## src/rtl/hazard_ctrl.sv

```systemverilog
// Pipeline hazard/stall controller: load-use stall, branch flush, data-memory freeze with watchdog abort.
// Optional performance counters are built only when HAZARD_PERF_CNT_EN is defined.
module hazard_ctrl #(
  parameter int unsigned TIMEOUT = 16,
  parameter int unsigned CNT_W   = 32
) (
  input  logic             clk,
  input  logic             reset,
  input  logic [4:0]       ID_rs,
  input  logic [4:0]       ID_rt,
  input  logic             ID_UseRs,
  input  logic             ID_UseRt,
  input  logic             ID_BranchTaken,
  input  logic [4:0]       EX_rd,
  input  logic             EX_RegWrite,
  input  logic             EX_MemRead,
  input  logic             MEM_Req,
  input  logic             MEM_Ready,
  output logic             PC_Write,
  output logic             IFID_Write,
  output logic             IDEX_Write,
  output logic             EXMEM_Write,
  output logic             IFID_Flush,
  output logic             IDEX_Flush,
  output logic             MEMWB_Flush,
  output logic             MemTimeout,
  output logic [CNT_W-1:0] StallCnt,
  output logic [CNT_W-1:0] FlushCnt
);

  localparam int unsigned          WCNT_W    = 8;
  localparam logic [WCNT_W-1:0]    WCNT_LAST = WCNT_W'(TIMEOUT - 1);

  typedef enum logic [1:0] {
    RUN   = 2'd0,
    WAIT  = 2'd1,
    ABORT = 2'd2
  } state_t;

  state_t            state_q, state_d;
  logic [WCNT_W-1:0] wcnt_q, wcnt_d;
  logic              lu;
  logic              mw;
  logic              freeze;

  assign lu = EX_MemRead & EX_RegWrite & (EX_rd != 5'd0) &
              ((ID_UseRs & (EX_rd == ID_rs)) | (ID_UseRt & (EX_rd == ID_rt)));
  assign mw = MEM_Req & ~MEM_Ready;

  // A WAIT cycle that sees MEM_Ready is treated exactly like a RUN cycle.
  assign freeze = ((state_q == RUN) & mw) | ((state_q == WAIT) & ~MEM_Ready);

  always_ff @(posedge clk) begin
    if (reset) begin
      state_q <= RUN;
      wcnt_q  <= '0;
    end else begin
      state_q <= state_d;
      wcnt_q  <= wcnt_d;
    end
  end

  // Next state and hazard controls; MEM_Ready beats the watchdog on the last wait cycle.
  always_comb begin
    state_d     = state_q;
    wcnt_d      = wcnt_q;
    PC_Write    = 1'b1;
    IFID_Write  = 1'b1;
    IDEX_Write  = 1'b1;
    EXMEM_Write = 1'b1;
    IFID_Flush  = 1'b0;
    IDEX_Flush  = 1'b0;
    MEMWB_Flush = 1'b0;
    MemTimeout  = 1'b0;

    unique case (state_q)
      RUN: begin
        if (mw) begin
          state_d = WAIT;
          wcnt_d  = WCNT_W'(1);
        end
      end
      WAIT: begin
        if (MEM_Ready) begin
          state_d = RUN;
          wcnt_d  = '0;
        end else begin
          wcnt_d = wcnt_q + WCNT_W'(1);
          if (wcnt_q == WCNT_LAST) begin
            state_d = ABORT;
          end
        end
      end
      ABORT: begin
        state_d = RUN;
        wcnt_d  = '0;
      end
      default: begin
        state_d = RUN;
        wcnt_d  = '0;
      end
    endcase

    if (!reset) begin
      if (state_q == ABORT) begin
        IFID_Flush  = 1'b1;
        IDEX_Flush  = 1'b1;
        MEMWB_Flush = 1'b1;
        MemTimeout  = 1'b1;
      end else if (freeze) begin
        PC_Write    = 1'b0;
        IFID_Write  = 1'b0;
        IDEX_Write  = 1'b0;
        EXMEM_Write = 1'b0;
        MEMWB_Flush = 1'b1;
      end else if (lu) begin
        // Branch outcome in ID is stale while its operand is still loading.
        PC_Write   = 1'b0;
        IFID_Write = 1'b0;
        IDEX_Flush = 1'b1;
      end else if (ID_BranchTaken) begin
        IFID_Flush = 1'b1;
      end
    end
  end

`ifdef HAZARD_PERF_CNT_EN
  logic [CNT_W-1:0] stall_cnt_q;
  logic [CNT_W-1:0] flush_cnt_q;

  // Saturating event counters.
  always_ff @(posedge clk) begin
    if (reset) begin
      stall_cnt_q <= '0;
      flush_cnt_q <= '0;
    end else begin
      if (!PC_Write && (stall_cnt_q != '1)) begin
        stall_cnt_q <= stall_cnt_q + CNT_W'(1);
      end
      if (IFID_Flush && (flush_cnt_q != '1)) begin
        flush_cnt_q <= flush_cnt_q + CNT_W'(1);
      end
    end
  end

  assign StallCnt = stall_cnt_q;
  assign FlushCnt = flush_cnt_q;
`else
  assign StallCnt = '0;
  assign FlushCnt = '0;
`endif

endmodule
```

## config.mk

```make
export PLATFORM = sky130hd
export DESIGN_NAME = hazard_ctrl
export DESIGN_NICKNAME = d
export VERILOG_FILES = /design/src/rtl/hazard_ctrl.sv
export SDC_FILE = /design/constraint.sdc
export NUM_CORES = 1
export LEC_CHECK = 0
export ABC_AREA = 1
export BUFFER_PORTS_ARGS = -buffer_cell sky130_fd_sc_hd__buf_2
export CAP_MARGIN = 25
export CORE_ASPECT_RATIO = 1.5
export CORE_UTILIZATION = 45
export DETAILED_ROUTE_END_ITERATION = 6
export GPL_ROUTABILITY_DRIVEN = 0
export HOLD_SLACK_MARGIN = 0.15
export PLACE_DENSITY = 0.91
export SLEW_MARGIN = 5
export SYNTH_ARGS = -nofsm -noshare
export SYNTH_HDL_FRONTEND = slang
export SYNTH_SLANG_ARGS = --single-unit
```

## constraint.sdc

```tcl
create_clock -name clk -period 1.8 [get_ports clk]
set_input_delay 0.36 -clock clk [delete_from_list [all_inputs] [get_ports clk]]
set_output_delay 0.36 -clock clk [all_outputs]
set_load 0.01 [all_outputs]
```

==> results.toml, run 1 <==
[outcome]
run_status = "completed"

[global_route]
grt_util_overall = 0.141
grt_pass1_vias = 934
maximum_number_of_pins_on_one_net_before_global_route_repair = 13
initial_antenna_violation_count = 0
wire_length_of_the_first_global_routing_pass_um = 3420
gr-total-overflow = 0

[detailed_routing]
ant_nets = 0
drcViolationCount = 0
routedWlPerCell_um = 8.49
detail_route.vias_per_cell = 4.10
total_number_of_vias = 1186
drt_wl_total_um = 2460
detailedRoute.firstPassIterationCount = 4
drtIter0Drc = 40

[place]
port_buffers = 31
dp_hpwl_um = 1990
detailedPlace.worstSlack_ps = 185
number_of_instances_in_the_placed_design = 286

[clocking]
tritoncts = "built"
cts_buffers = 3
cts_num_sinks = 10
cts_resized = 0
clk_pin_slew_worst_paths_ps = 50
cts_max_level = 1
worstSkewPairLatency_ps = 240
buffer_count_from_post_cts_setup_fixing = 0
ctsRootBufferMaster = "sky130_fd_sc_hd__clkbuf_8"
cts.path.max_buffers = 2
cts.hold.buffers_added = 0

[floorplanning]
effective_utilization_at_floorplan = 0.476
placement_rows = 24
fp.dieArea_mm2 = 0.00331
placeable_core_area_mm2 = 0.00291
die_height_um = 70.0
io-pin-count = 96
chipWidth_um = 47.3

[yosys]
synthesis.area_per_instance_um2 = 6.31
syn-instance-count = 220
post_synth_num_cell_types = 25
ys_ff_latch = 10
syn-cell-area_mm2 = 0.00139
sequential_cell_area_fraction_in_the_yosys_report = 0.144
yosys_warnings = 0

[worst_setup_path]
worst-setup-path-type = "register to primary output"
startpoint_type = "register"
cells_on_worst_reg2reg_path = 5
timing.critical_path.arrival_ps = 1310
maximum_fanout_along_the_worst_path = 4
timing.critical_path.to_type = "primary output"
timing.critical_path.required_ps = 1440

[timing]
final.min_clock_period_ps = 1670
final.setup.tns_ps = 0
post-route-period-util = 0.925
timing.clock.skew_ps = 1.89
finalSetupViolations = 0
timing_hold_violations_final = 0
hold-worst-slack_ps = 455
unrepaired_setup_endpoints_after_global_routing = "no"
layout_setup_ws_ps = 135
slew_limit_fails = 0
timing.fmax_mhz = 601

[power_and_ir_drop]
pwr_density_cell_mw_per_mm2 = 479
vdd_ir_drop_max_v = 0.000371
power_leakage_nw = 0.831

[cells_and_area]
nNetsFinal = 277
layout-area-overhead-vs-synth_pct = -1.26
layout-drive-gt1-share = 0.216
insertedDiodeCount = 0
nFillCells = 323
final_cells = 289

[min_path]
hold_path_class = "input port to register"
min_delay_path_depth = 2

[job]
timing.max_cap.violations = 0
-- worst max-delay path: stages (launching register included) --
cell and delay, ps:
sky130_fd_sc_hd__dfxtp_1 330, sky130_fd_sc_hd__nor2_2 200, sky130_fd_sc_hd__nand2_1 110, sky130_fd_sc_hd__nand2_2 110, sky130_fd_sc_hd__nand2_1 120, sky130_fd_sc_hd__nand2_1 70
sky130_fd_sc_hd__buf_2 120
-- area by class of cell --
| cell class | instances | area, µm² | area share |
|---|---|---|---|
| multi-input cells | 174 | 795 | 0.580 |
| flip-flops and latches | 10 | 200 | 0.146 |
| repair buffers | 31 | 155 | 0.113 |
| inverters | 32 | 130 | 0.0950 |
| well taps | 39 | 48.8 | 0.0356 |
| clock buffers | 3 | 41.3 | 0.0301 |
-- power by group --
group / switching (mW) / total [mW] / internal, mW
registers: 0.00309 / 0.229 / 0.226
logic: 0.144 / 0.198 / 0.0541
clock network: 0.0830 / 0.229 / 0.146
total: 0.230 / 0.657 / 0.426
-- Yosys cell counts --
cell type / instances / area share
sky130_fd_sc_hd__o21ai_2: 1 / 0.0063
sky130_fd_sc_hd__o21ai_4: 1 / 0.012
sky130_fd_sc_hd__nand2_2: 2 / 0.0090
sky130_fd_sc_hd__nor2_4: 2 / 0.016
sky130_fd_sc_hd__clkinv_4: 2 / 0.013
sky130_fd_sc_hd__ha_1: 1 / 0.0090
sky130_fd_sc_hd__nand3_2: 1 / 0.0072
sky130_fd_sc_hd__dfxtp_1: 10 / 0.14
sky130_fd_sc_hd__nor2_1: 14 / 0.038
sky130_fd_sc_hd__and3_1: 1 / 0.0045
sky130_fd_sc_hd__conb_1: 1 / 0.0027
sky130_fd_sc_hd__nand2_1: 54 / 0.15
sky130_fd_sc_hd__inv_1: 27 / 0.073
sky130_fd_sc_hd__buf_4: 66 / 0.36
sky130_fd_sc_hd__inv_2: 3 / 0.0081
sky130_fd_sc_hd__nor3_1: 1 / 0.0036
sky130_fd_sc_hd__nand2_4: 2 / 0.016
sky130_fd_sc_hd__o21ai_0: 1 / 0.0036
sky130_fd_sc_hd__clkbuf_1: 1 / 0.0027
sky130_fd_sc_hd__nor2_2: 2 / 0.0090
sky130_fd_sc_hd__a21oi_1: 9 / 0.032
sky130_fd_sc_hd__nor3b_2: 1 / 0.0090
sky130_fd_sc_hd__nor3_2: 3 / 0.022
sky130_fd_sc_hd__nand4_1: 6 / 0.027
sky130_fd_sc_hd__nand3_1: 8 / 0.029
-- metal layers --
metal	GRT usage	share of wire	wire, µm
met1	0.115	0.35	848
met2	0.265	0.54	1320
met3	0.0258	0.098	240
met4	0.0984	0.019	47
met5	0	0	0
-- metrics by stage --
step                utilization  cell area [µm²]  power [mW]
floorplan                     -             1620       0.482
global placement          0.456             1330       0.427
detailed placement        0.456             1330       0.428
CTS                       0.470             1370       0.659
global route              0.470             1370       0.698
finish                    0.470             1370       0.657
-- final timing paths --
check | from | endpoint | slack, ps
setup / recovery | state_q[0]$_SDFFE_PP0P_ | MEMWB_Flush | 130
hold / removal | reset | state_q[1]$_SDFFE_PP0P_ | 460
setup reg to reg | wcnt_q[1]$_SDFFE_PP0P_ | state_q[1]$_SDFFE_PP0P_ | 650
hold reg to reg | wcnt_q[1]$_SDFFE_PP0P_ | wcnt_q[1]$_SDFFE_PP0P_ | 490
-- cells by family after synthesis --
| family | share of synthesized area |
|---|---|
| AOI/OAI and AO/OA | 0.0541 |
| other | 0.00270 |
| DFF | 0.144 |
| buffers and inverters | 0.454 |
| and+or+nand+nor | 0.336 |
| adders and majority gates | 0.00902 |
-- cells in the final DEF (no fill, tap or decap), types with 2 or more instances in the layout --
| master | n |
|---|---|
| sky130_fd_sc_hd__conb_1 | 64 |
| sky130_fd_sc_hd__nand2_1 | 54 |
| sky130_fd_sc_hd__buf_2 | 31 |
| sky130_fd_sc_hd__inv_1 | 27 |
| sky130_fd_sc_hd__nor2_1 | 14 |
| sky130_fd_sc_hd__dfxtp_1 | 10 |
| sky130_fd_sc_hd__a21oi_1 | 9 |
| sky130_fd_sc_hd__nand3_1 | 8 |
| sky130_fd_sc_hd__nand4_1 | 6 |
| sky130_fd_sc_hd__inv_2 | 3 |
| sky130_fd_sc_hd__nor3_2 | 3 |
| sky130_fd_sc_hd__clkbuf_8 | 3 |
| sky130_fd_sc_hd__nor2_2 | 2 |
| sky130_fd_sc_hd__nand2_2 | 2 |
| sky130_fd_sc_hd__nor2_4 | 2 |
| sky130_fd_sc_hd__nand2_4 | 2 |
| sky130_fd_sc_hd__clkinv_4 | 2 |
-- sequential cells by signal, indices dropped and copies added (netlist names) --
register  count
state_q       2
wcnt_q        8
No activity file was read; power rests on OpenSTA's default activity.
==> inputs of run 2 (changes only) <==
--- a/config.mk
+++ b/config.mk
@@ -9,11 +9,11 @@
 export BUFFER_PORTS_ARGS = -buffer_cell sky130_fd_sc_hd__buf_2
 export CAP_MARGIN = 25
 export CORE_ASPECT_RATIO = 1.5
-export CORE_UTILIZATION = 45
+export CORE_UTILIZATION = 38
 export DETAILED_ROUTE_END_ITERATION = 6
 export GPL_ROUTABILITY_DRIVEN = 0
 export HOLD_SLACK_MARGIN = 0.15
-export PLACE_DENSITY = 0.91
+export PLACE_DENSITY = 0.83
 export SLEW_MARGIN = 5
 export SYNTH_ARGS = -nofsm -noshare
 export SYNTH_HDL_FRONTEND = slang
==> constraint.sdc (replaced) <==
create_clock -name clk -period 1.5 [get_ports clk]
set_input_delay 0.3 -clock clk [delete_from_list [all_inputs] [get_ports clk]]
set_output_delay 0.3 -clock clk [all_outputs]
set_load 0.005 [all_outputs]
==> run 2 against run 1 <==
Non-clock buffer count is 6 higher. Sequential share of layout area is 0.33 points lower. Core utilization is 4.9 points lower. Via count is 2.6% higher. Combinational power is 13% higher. Register-to-register slack worse by 360 ps. Power is 20% higher. Largest power group is now clock.
==> results.toml, run 2 (synthesis gave the netlist of run 1 again) <==
[outcome]
run_status = "completed"

[worst_setup_path]
worst-setup-path-type = "register to primary output"
reg2reg_slack_ps = 290
timing.critical_path.to_type = "primary output"
timing.critical_path.required_ps = 1200
startpoint_type = "register"
timing.critical_path.arrival_ps = 1190
maximum_fanout_along_the_worst_path = 4

[timing]
post-route-period-util = 0.996
slew_limit_fails = 0
unrepaired_setup_endpoints_after_global_routing = "yes"
timing.fmax_mhz = 669
timing_hold_violations_final = 0
timing.clock.skew_ps = 0.826
final.min_clock_period_ps = 1490
final.setup.tns_ps = 0
hold-worst-slack_ps = 392
finalSetupViolations = 0

[place]
dp_hpwl_um = 2080
port_buffers = 31

[clocking]
cts.path.max_buffers = 2
clk_pin_slew_worst_paths_ps = 50
tritoncts = "built"
worstSkewPairLatency_ps = 240
cts_max_level = 1
ctsRootBufferMaster = "sky130_fd_sc_hd__clkbuf_8"
cts_buffers = 3
cts_num_sinks = 10
cts.hold.buffers_added = 0

[cells_and_area]
layout-drive-gt1-share = 0.281
layout.cells.most_common = "sky130_fd_sc_hd__conb_1"
layout_top_registers = "wcnt_q: 8 flops, state_q: 2 flops"
layout-area-overhead-vs-synth_pct = 4.78
regMostFlops = "wcnt_q"
flip_flop_count_of_the_largest_register_after_layout = 8
layout_common_cells = "sky130_fd_sc_hd__conb_1, sky130_fd_sc_hd__nand2_1, sky130_fd_sc_hd__buf_2, sky130_fd_sc_hd__inv_1, sky130_fd_sc_hd__nor2_1"
nNetsFinal = 283
insertedDiodeCount = 0
finalCoreUtilization = 0.422

[detailed_routing]
ant_nets = 0
drtIter0Drc = 40
drt_wl_total_um = 2750
routedWlPerCell_um = 9.24
detail_route.vias_per_cell = 4.08
detailedRoute.firstPassIterationCount = 4
drcViolationCount = 0
total_number_of_vias = 1217

[global_route]
wire_length_of_the_first_global_routing_pass_um = 4060
maximum_number_of_pins_on_one_net_before_global_route_repair = 13
global_route.peak_usage_layer = "met2"
gr-total-overflow = 0
grt_util_met1 = 0.113
grtUsageMet3 = 0.0319
initial_antenna_violation_count = 0
grtUsageMet2 = 0.283
grt_pass1_vias = 979
grt_util_overall = 0.141

[floorplanning]
effective_utilization_at_floorplan = 0.402
io-pin-count = 96
chipWidth_um = 51.3
placeable_core_area_mm2 = 0.00345
die_height_um = 76.0
placement_rows = 26
fp.dieArea_mm2 = 0.00390

[power_and_ir_drop]
pwr_density_cell_mw_per_mm2 = 541
power_leakage_nw = 0.863
vdd_ir_drop_max_v = 0.000444

[min_path]
hold_path_class = "input port to register"

[job]
timing.max_cap.violations = 0
run 2: layout make-up:
type | instances | area (µm²)
Fill cell | 366 | 1990
Inverter | 32 | 133
Multi-Input combinational cell | 174 | 817
Timing Repair Buffer | 37 | 203
Clock buffer | 3 | 41.3
Sequential cell | 10 | 208
Tap cell | 42 | 52.6
run 2: worst paths after layout:
path	startpoint	to	cells past startpoint
hold / removal	reset	wcnt_q[4]$_SDFFE_PP0P_	2
setup / recovery	state_q[0]$_SDFFE_PP0P_	IDEX_Flush	8
setup reg to reg	wcnt_q[1]$_SDFFE_PP0P_	state_q[1]$_SDFFE_PP0P_	5
hold reg to reg	wcnt_q[7]$_SDFFE_PP0P_	wcnt_q[7]$_SDFFE_PP0P_	2
run 2: power breakdown:
| group | total (mW) | switching (mW) | internal, mW | leakage, nW |
|---|---|---|---|---|
| clock | 0.288 | 0.112 | 0.176 | 0.0216 |
| combinational | 0.224 | 0.145 | 0.0794 | 0.759 |
| sequential | 0.274 | 0.00533 | 0.269 | 0.0824 |
| total | 0.787 | 0.262 | 0.524 | 0.863 |
run 2: what timing repair did:
item,4_1_cts,5_1_grt
setup buffers,4,2
endpoints found under the setup margin,7,7
pin swaps,7,9
resized for setup,6,12
run 2: through the flow:
stage / std cells / power (mW) / area, µm² / worst slack (ps)
finish: 298 / 0.787 / 1450 / 5.93
global route: 298 / 0.838 / 1450 / -78.6
CTS: 296 / 0.780 / 1420 / -20.8
detailed placement: 289 / 0.478 / 1330 / -7.46
global placement: 289 / 0.476 / 1330 / 6.92
floorplan: 283 / 0.537 / 1620 / 221
run 2: per-layer routing:
layer / wire (µm) / vias up / part of all wire
met3: 248 / 7 / 0.090
met4: 85 / 0 / 0.031
met5: 0 / - / 0
met2: 1530 / 71 / 0.56
met1: 889 / 526 / 0.32
li1: - / 613 / -
run 2: worst max-delay path: stages (launching register included):
cell                      delay [ps]
sky130_fd_sc_hd__dfxtp_4         380
sky130_fd_sc_hd__inv_4            40
sky130_fd_sc_hd__nor2_4          110
sky130_fd_sc_hd__nand2_4          70
sky130_fd_sc_hd__nand2_4          80
sky130_fd_sc_hd__nor2_1           40
sky130_fd_sc_hd__nand3_1          70
sky130_fd_sc_hd__nand2_1          50
sky130_fd_sc_hd__buf_2           120
==> inputs of run 3 (changes only) <==
--- a/config.mk
+++ b/config.mk
@@ -10,10 +10,12 @@
 export CAP_MARGIN = 25
 export CORE_ASPECT_RATIO = 1.5
 export CORE_UTILIZATION = 38
+export CTS_CLUSTER_SIZE = 16
 export DETAILED_ROUTE_END_ITERATION = 6
 export GPL_ROUTABILITY_DRIVEN = 0
 export HOLD_SLACK_MARGIN = 0.15
-export PLACE_DENSITY = 0.83
+export PLACE_DENSITY_LB_ADDON = 0.25
+export RECOVER_POWER = 50
 export SLEW_MARGIN = 5
 export SYNTH_ARGS = -nofsm -noshare
 export SYNTH_HDL_FRONTEND = slang
==> run 3 against run 2 <==
Clock skew about the same. Wire length decreased by 4.2%. First-iteration DRC count decreased by 30%. Worst hold slack better by 19 ps. Core utilization grew 1.3 points. Design area increased by 3.1%. Non-clock buffer count rose by 3. Critical endpoint unchanged.
==> results.toml, run 3 (synthesis gave the netlist of run 1 again) <==
[outcome]
run_status = "completed"

[timing]
slew_limit_fails = 0
unrepaired_setup_endpoints_after_global_routing = "yes"
final.min_clock_period_ps = 1500
layout_setup_ws_ps = 1.28
hold-worst-slack_ps = 410
timing_hold_violations_final = 0
timing.clock.skew_ps = 0.568
final.setup.tns_ps = 0
post-route-period-util = 0.999
finalSetupViolations = 0
timing.fmax_mhz = 667

[place]
dp_hpwl_um = 2210
detailedPlace.worstSlack_ps = 13.8
number_of_instances_in_the_placed_design = 292
port_buffers = 31

[detailed_routing]
routedWlPerCell_um = 8.76
drcViolationCount = 0
ant_nets = 0
drt_wl_total_um = 2640
drtIter0Drc = 28
total_number_of_vias = 1182
detailedRoute.firstPassIterationCount = 4
detail_route.vias_per_cell = 3.93

[worst_setup_path]
cells_on_worst_reg2reg_path = 8
timing.critical_path.required_ps = 1200
beginning_of_the_critical_path = "state_q[0]$_SDFFE_PP0P_"
timing.critical_path.arrival_ps = 1200
startpoint_type = "register"
r2r_end = "wcnt_q[5]$_SDFFE_PP0P_"
timing.critical_path.to_type = "primary output"
reg2reg_slack_ps = 220
r2r_start = "state_q[0]$_SDFFE_PP0P_"
maximum_fanout_along_the_worst_path = 4
worst-setup-path-type = "register to primary output"

[cells_and_area]
layout.cells.most_common = "sky130_fd_sc_hd__conb_1"
layout_top_registers = "wcnt_q: 8 flops, state_q: 2 flops"
insertedDiodeCount = 0
nFillCells = 383
flip_flop_count_of_the_largest_register_after_layout = 8
layout_common_cells = "sky130_fd_sc_hd__conb_1, sky130_fd_sc_hd__nand2_1, sky130_fd_sc_hd__buf_2, sky130_fd_sc_hd__inv_1, sky130_fd_sc_hd__buf_4"
finalCoreUtilization = 0.435
layout-area-overhead-vs-synth_pct = 8.03
regMostFlops = "wcnt_q"
layout-drive-gt1-share = 0.313
final_cells = 301
nNetsFinal = 286

[min_path]
min_delay_path_depth = 2
hold_path_class = "input port to register"
hp-start = "reset"
worstHoldEndpoint = "state_q[1]$_SDFFE_PP0P_"

[power_and_ir_drop]
pwr_density_cell_mw_per_mm2 = 520
power_report.internal_total_uw = 528
p_clk_frac = 0.354
combPwrFrac = 0.295
netSwitchingFraction = 0.322
seqPwrFrac = 0.351
vdd_ir_drop_max_v = 0.000409
power_leakage_nw = 0.876
power.net_switching_uw = 250

[floorplanning]
placeable_core_area_mm2 = 0.00345
effective_utilization_at_floorplan = 0.402
chipWidth_um = 51.3
die_height_um = 76.0
io-pin-count = 96
placement_rows = 26
fp.dieArea_mm2 = 0.00390

[clocking]
worstSkewPairLatency_ps = 230
cts_buffers = 3
tritoncts = "built"
cts.path.max_buffers = 2
cts_max_level = 1
cts_num_sinks = 10
cts.hold.buffers_added = 0
clk_pin_slew_worst_paths_ps = 50
ctsRootBufferMaster = "sky130_fd_sc_hd__clkbuf_8"

[global_route]
grt_pass1_vias = 990
grt_util_overall = 0.127
gr-total-overflow = 0
wire_length_of_the_first_global_routing_pass_um = 3840
initial_antenna_violation_count = 0
maximum_number_of_pins_on_one_net_before_global_route_repair = 13

[job]
timing.max_cap.violations = 0
## run 3: area by class of cell
class / instances / area, µm² / area share
clock buffer: 3 / 41.3 / 0.0275
inverter: 32 / 130 / 0.0868
multi-input combinational: 174 / 833 / 0.556
sequential: 10 / 208 / 0.139
tap: 42 / 52.6 / 0.0351
timing repair buffer: 40 / 234 / 0.156
## run 3: metrics by stage
stage	instance area, µm²	power (mW)
floorplan	1620	0.537
global placement	1360	0.485
detailed placement	1360	0.484
CTS	1440	0.774
global route	1500	0.835
finish	1500	0.779
## run 3: metal layers
layer	track usage	part of all wire
met1	0.113	0.35
met2	0.263	0.56
met3	0.0180	0.080
met4	0.0486	0.0076
met5	0	0
## run 3: timing repair
item / in CTS / in global routing
setup endpoints to repair: 7 / 7
pin swaps: 5 / 10
resized for setup: 7 / 21
setup buffers: 3 / 3
## run 3: critical path, cell delays in order (launching register included)
cell and delay, ps:
sky130_fd_sc_hd__dfxtp_4 360, sky130_fd_sc_hd__inv_2 40, sky130_fd_sc_hd__nor2_4 100, sky130_fd_sc_hd__nand2_4 60, sky130_fd_sc_hd__nand2_4 90, sky130_fd_sc_hd__nor2_2 30, sky130_fd_sc_hd__nand3_1 90, sky130_fd_sc_hd__nand2_2 70
sky130_fd_sc_hd__buf_6 110
## run 3: power by group through the flow
stage | Clock (mW) | Sequential (mW) | Combinational, mW
finish | 0.276 | 0.274 | 0.230
global route | 0.300 | 0.274 | 0.262
CTS | 0.286 | 0.273 | 0.215
detailed placement | 0 | 0.280 | 0.204
global placement | 0 | 0.280 | 0.205
floorplan | 0 | 0.279 | 0.258
## run 3: worst max-delay path by stage
stage | slack [ps] | end | cells after the start
2_1_floorplan | 220 | PC_Write | 9
3_3_place_gp | 10 | PC_Write | 10
3_5_place_dp | 10 | IFID_Write | 10
4_1_cts | -30 | IDEX_Flush | 8
5_1_grt | -60 | IFID_Flush | 8
6_report | 1 | IDEX_Flush | 8
